--- src/rtl/reg_bank_sh.sv ---
// reg_bank_sh: configuration register bank with optional shadow/commit
// double-buffering, sticky per-register write lock, registered read-back
// port and a one-cycle write/lock error pulse.
module reg_bank_sh #(
  parameter int              DW      = 8,
  parameter int              NREG    = 3,
  parameter int              AW      = 2,
  parameter bit              SHADOW  = 1'b1,
  parameter logic [DW-1:0]   RST_VAL = '0
) (
  input  logic               clk,
  input  logic               rst,
  input  logic               my_wr,
  input  logic [AW-1:0]      wr_addr,
  input  logic [DW-1:0]      Data,
  input  logic               lock,
  input  logic               commit,
  input  logic               rd_en,
  input  logic [AW-1:0]      rd_addr,
  output logic [DW-1:0]      rd_data,
  output logic               rd_valid,
  output logic [NREG*DW-1:0] regs_flat,
  output logic [NREG-1:0]    locked,
  output logic               wr_err
);

  // Address decode shared by the write and lock paths
  logic                w_wr_in_range;
  logic                w_rd_in_range;
  logic [NREG-1:0]     w_wr_sel;
  logic                w_tgt_locked;
  logic                w_wr_ok;
  logic                w_lock_ok;
  logic                w_err_next;
  logic [DW-1:0]       w_rd_terms [NREG];
  logic [DW-1:0]       w_rd_word;

  logic [DW-1:0]       r_rd_data;
  logic                r_rd_valid;
  logic                r_wr_err;

  assign w_wr_in_range = (int'(wr_addr) < NREG);
  assign w_rd_in_range = (int'(rd_addr) < NREG);

  // Lock status is checked against the pre-edge state, so a lock arriving
  // together with a write never blocks that write.
  assign w_tgt_locked = |(w_wr_sel & locked);
  assign w_wr_ok      = my_wr && w_wr_in_range && !w_tgt_locked;
  assign w_lock_ok    = lock && w_wr_in_range;
  assign w_err_next   = (my_wr && !w_wr_ok) || (lock && !w_wr_in_range);

  generate
    for (genvar gi = 0; gi < NREG; gi++) begin : g_reg
      logic [DW-1:0] r_active;
      logic [DW-1:0] r_shadow;
      logic          r_locked;
      logic          w_wr_hit;
      logic          w_lk_hit;

      assign w_wr_sel[gi] = (wr_addr == AW'(gi));
      assign w_wr_hit     = w_wr_ok && w_wr_sel[gi];
      assign w_lk_hit     = w_lock_ok && w_wr_sel[gi];

      // Per-register shadow/active/lock update; reset discards pending shadows
      always_ff @(posedge clk) begin
        if (!rst) begin
          r_active <= RST_VAL;
          r_shadow <= RST_VAL;
          r_locked <= 1'b0;
        end else begin
          if (SHADOW) begin
            if (w_wr_hit) begin
              r_shadow <= Data;
            end
            // Write+lock on this register pushes the new value straight to
            // active so the frozen value is the one just written.
            if (w_wr_hit && w_lk_hit) begin
              r_active <= Data;
            end else if (commit) begin
              r_active <= r_shadow;
            end
          end else begin
            if (w_wr_hit) begin
              r_active <= Data;
            end
          end
          if (w_lk_hit) begin
            r_locked <= 1'b1;
          end
        end
      end

      assign regs_flat[gi*DW +: DW] = r_active;
      assign locked[gi]             = r_locked;
      assign w_rd_terms[gi]         = (rd_addr == AW'(gi)) ? r_active : '0;
    end
  endgenerate

  // Read mux: one-hot terms OR'ed together; out-of-range addresses give zero
  always_comb begin
    w_rd_word = '0;
    for (int i = 0; i < NREG; i++) begin
      w_rd_word = w_rd_word | w_rd_terms[i];
    end
    if (!w_rd_in_range) begin
      w_rd_word = '0;
    end
  end

  // Registered read port and error pulse
  always_ff @(posedge clk) begin
    if (!rst) begin
      r_rd_data  <= '0;
      r_rd_valid <= 1'b0;
      r_wr_err   <= 1'b0;
    end else begin
      r_rd_valid <= rd_en;
      if (rd_en) begin
        r_rd_data <= w_rd_word;
      end
      r_wr_err <= w_err_next;
    end
  end

  assign rd_data  = r_rd_data;
  assign rd_valid = r_rd_valid;
  assign wr_err   = r_wr_err;

endmodule
--- config.mk ---
export PLATFORM = sky130hd
export DESIGN_NAME = reg_bank_sh
export DESIGN_NICKNAME = d
export VERILOG_FILES = /design/src/rtl/reg_bank_sh.sv
export SDC_FILE = /design/constraint.sdc
export NUM_CORES = 1
export LEC_CHECK = 0
export CAP_MARGIN = 40
export CORE_MARGIN = 8
export CORE_UTILIZATION = 50
export DETAILED_ROUTE_END_ITERATION = 16
export GPL_TIMING_DRIVEN = 0
export PLACE_DENSITY = 0.88
export SLEW_MARGIN = 20
export SYNTH_ARGS = -nofsm -noshare
export SYNTH_HDL_FRONTEND = slang
export SYNTH_SLANG_ARGS = --single-unit
--- constraint.sdc ---
create_clock -name clk -period 2.3 [get_ports clk]
set_clock_uncertainty 0.05 [all_clocks]
set_input_delay 0.46 -clock clk [delete_from_list [all_inputs] [get_ports clk]]
set_output_delay 0.46 -clock clk [all_outputs]
set_load 0.1 [all_outputs]
==> metrics.yaml <==
synth:
  netlist_instances: 292
  synth_area_leader_cell: "sky130_fd_sc_hd__dfxtp_1"
  synthDominantCellAreaShare_pct: 43.6
  synth_xor_area_share_pct: 0
  multiplexer_share_of_the_synthesized_area_pct: 21.1
  yosys_register_bits: 61
  synth_edf_count: 0
  synth_simple_gate_area_share_pct: 15.5
  synth.cell_area_sq_mm: 0.00280
  ys.warnings.count: 0
  synth_flop_cell: "sky130_fd_sc_hd__dfxtp_1"
  synth_async_sr_flop_share_pct: 0
  area_fraction_in_compound_gates_after_synthesis_pct: 13.8
  synth_nets: 310
  synth_top_family_by_area: "multiplexers"
  synth.lib_cells_used.distinct: 31
  synth_fa_ha_area_share_pct: 0
  synth.yosys.seq_area_share_pct: 43.6
  post_synth.cell_area_avg_sq_um: 9.58
  yosys-top-cells-area: "sky130_fd_sc_hd__dfxtp_1 (44%), sky130_fd_sc_hd__mux2i_1 (11%), sky130_fd_sc_hd__mux2_2 (9.7%), sky130_fd_sc_hd__nand2_1 (5.8%), sky130_fd_sc_hd__o21ai_0 (3.2%)"
sta:
  max_slew.worst_pin.slew_ns: 0.789
  slew-limit-headroom_pct: 47.2
  setup_repair_after_global_routing_missed_its_margin: "no"
  setup_viol: 0
  final-hold-violation-count: 0
  period_needed_ns: 2.13
  layout_worst_path_cycle_share_pct: 92.8
  max_slew_violation_count: 0
  setup_total_negative_slack_ns: 0
  achievable_freq_ghz: 0.469
  timing.final.ws_setup_ns: 0.166
critical_path:
  timing.critical_path.fanout_max: 6
  worst-setup-path-type: "register to output port"
  critical_path.max_stage_delay_ns: 0.50
  setup.worst_path.start_class: "register"
  crit_required_ns: 1.79
  setup.reg_to_reg.worst_slack_ns: 0.76
  crit-reg2reg-launch: "g_reg[0].r_locked$_SDFFE_PN0N_"
  endpoint_kind: "output port"
  cp_num_buf_inv: 3
  critical_path.top_delay_family: "buffers and inverters"
  worst-endpoint-arrival_ns: 1.62
  path_cells: "buf_4, clkdlybuf4s50_1, buf_8"
  r2r.worst_path.cells: 3
  worstReg2RegEnd: "g_reg[0].r_shadow[6]$_SDFFE_PN0P_"
  timing.critical_path.slowest_stage_cell: "sky130_fd_sc_hd__clkdlybuf4s50_1"
routing:
  detailroute.via_count: 2582
  avgRoutedWirePerCell_microns: 17.9
  avgViaCountPerCell: 5.54
  detail_route.drc_violations: 0
  drtAntennaViolNets: 0
  drt_first_iter_violations: 231
  drt_first_pass_iters: 4
  finalWirelength_mm: 8.36
pwr:
  powerDensity_mw_per_mm2: 625
  power.share.clock_pct: 36.1
  leakage_power_nw: 1.62
  power.sequential.fraction_pct: 43.5
  power_switching_w: 0.000761
  power_switching_share_pct: 29.5
  comb_power_share_pct: 20.4
  power_report.internal_total_w: 0.00182
  vdd.ir_drop.worst_mv: 0.322
grt:
  grt_max_degree: 11
  grt_antenna_before_repair: 0
  via_count_of_the_first_global_routing_pass: 2704
  first_pass_grt_wire_length_mm: 13.4
  gr-total-overflow: 0
  grt_usage_pct: 20.3
hold_path:
  whs_endpoint: "g_reg[0].r_shadow[0]$_SDFFE_PN0P_"
  hold_path_class: "register to register"
  hold_path_startpoint: "g_reg[0].r_shadow[0]$_SDFFE_PN0P_"
  hold_path_depth: 2
cts:
  cts_tree: "yes"
  ctsRootBufferMaster: "sky130_fd_sc_hd__clkbuf_8"
  postCtsSetupRepairBufs: 0
  cts-buffers-inserted: 9
  cts-root-to-sink-buffers: 2
  clkSinkCount: 61
  ctsHoldBuffers: 0
  cts-resized-gates: 0
  htreeDepth: 3
  worst_skew_pair.late_latency_ns: 0.34
  clk_pin_slew_worst_paths_ns: 0.06
final_layout:
  num_antenna_cells: 0
  post_route_cells_drive_above_1_share_pct: 24.4
  syn2layout_area_growth_pct: 47.5
  design.final.nets: 407
floorplanning:
  pin_count: 55
  num_rows: 27
  die_y_microns: 90.8
  die_width_microns: 90.8
  die_area_sq_mm: 0.00824
  core_region_area_sq_mm: 0.00547
  floorplan.initialDensity_pct: 51.1
flow_run:
  cap_violations: 0
placement:
  dpl.hpwl_mm: 6.08
  place_ws_ns: 0.0178
  io_buffers: 49
  gpl.final_weighted_congestion: 0.830
status:
  status: "complete, no violations"
## cell usage after synthesis (3+ instances only)
cell type	count
sky130_fd_sc_hd__dfxtp_1	61
sky130_fd_sc_hd__nand2_1	43
sky130_fd_sc_hd__mux2i_1	32
sky130_fd_sc_hd__mux2_2	24
sky130_fd_sc_hd__o21ai_0	18
sky130_fd_sc_hd__clkbuf_1	14
sky130_fd_sc_hd__o21a_1	11
sky130_fd_sc_hd__nor2b_1	10
sky130_fd_sc_hd__a21oi_1	9
sky130_fd_sc_hd__buf_2	9
sky130_fd_sc_hd__a21boi_1	8
sky130_fd_sc_hd__nand3_1	8
sky130_fd_sc_hd__nand3b_1	8
sky130_fd_sc_hd__o211ai_1	8
sky130_fd_sc_hd__o21ai_1	8
sky130_fd_sc_hd__buf_4	4
sky130_fd_sc_hd__buf_6	3
## worst max path at each step
stage	endpoint	start	cells after the start	slack [ns]
2_1_floorplan	rd_data[0]$_SDFFE_PN0P_	g_reg[2].r_active[0]$_SDFFE_PN0P_	3	0.77
3_3_place_gp	g_reg[0].r_shadow[3]$_SDFFE_PN0P_	my_wr	4	0.08
3_5_place_dp	g_reg[0].r_shadow[6]$_SDFFE_PN0P_	my_wr	4	0.02
5_1_grt	locked[0]	g_reg[0].r_locked$_SDFFE_PN0N_	3	0.11
6_report	locked[0]	g_reg[0].r_locked$_SDFFE_PN0N_	3	0.17
4_1_cts	locked[0]	g_reg[0].r_locked$_SDFFE_PN0N_	3	0.15
## stage by stage
step | hold slack, ns | utilization (%) | power, W | instances | area (sq um)
floorplan | 0.382 | - | 0.00146 | 292 | 2800
global placement | 0.389 | 61.7 | 0.00158 | 413 | 3380
detailed placement | 0.391 | 71.9 | 0.00167 | 450 | 3930
CTS | 0.400 | 75.4 | 0.00259 | 466 | 4130
global route | 0.421 | 75.4 | 0.00266 | 466 | 4130
finish | 0.399 | 75.4 | 0.00258 | 466 | 4130
## worst reg2reg max path: cells and delay by family, from the launching register on
family | cells | cell delay [ns]
AO/OA/AOI/OAI | 1 | 0.17
flip-flops | 1 | 0.37
AND/OR/NAND/NOR | 2 | 0.88
## metal layers
layer | track usage, % | part of all wire [%] | vias to the layer above
met5 | 0 | 0 | -
met4 | 9.69 | 3.7 | 0
met3 | 6.40 | 7.9 | 22
met2 | 36.1 | 49 | 128
met1 | 21.3 | 39 | 1218
li1 | - | - | 1214
## cells by family after synthesis
family | after synthesis
simple gates | 81
compound gates | 63
flops | 61
mux | 56
buf+inv | 31
## registers in the layout (all words and copies together), names as in the netlist
signal      count
wr_err          1
g.r_shadow     24
g.r_locked      3
g.r_active     24
rd_valid        1
rd_data         8
## cells in the final DEF, fill, tap and decap left out, types with 9 or more instances in the layout
master	synthesis	routed
sky130_fd_sc_hd__buf_8	0	37
sky130_fd_sc_hd__mux2i_1	32	32
sky130_fd_sc_hd__buf_2	9	9
sky130_fd_sc_hd__nand2_1	43	43
sky130_fd_sc_hd__clkdlybuf4s50_1	0	49
sky130_fd_sc_hd__mux2_2	24	24
sky130_fd_sc_hd__o21a_1	11	11
sky130_fd_sc_hd__o21ai_0	18	18
sky130_fd_sc_hd__dfxtp_1	61	61
sky130_fd_sc_hd__nor2b_1	10	10
sky130_fd_sc_hd__a21oi_1	9	9
sky130_fd_sc_hd__clkbuf_8	0	10
sky130_fd_sc_hd__clkbuf_1	14	15
## layout make-up
cell class                      instances  area, sq um
Multi-Input combinational cell        200         1410
Clock buffer                           11          141
Clock inverter                          5         50.0
Sequential cell                        61         1220
Timing Repair Buffer                   86         1050
Tap cell                               72         90.1
Buffer                                 30          161
Fill cell                             343         1350
Inverter                                1         3.75
## power groups by stage
| stage | Sequential (W) | Clock (W) | Combinational (W) |
|---|---|---|---|
| 4_1_cts | 0.00112 | 0.000939 | 0.000526 |
| 3_5_place_dp | 0.00114 | 0 | 0.000523 |
| 3_3_place_gp | 0.00114 | 0 | 0.000435 |
| 2_1_floorplan | 0.00129 | 0 | 0.000169 |
| 6_report | 0.00112 | 0.000931 | 0.000527 |
| 5_1_grt | 0.00112 | 0.000992 | 0.000549 |
(Power assumes the default switching activity.)
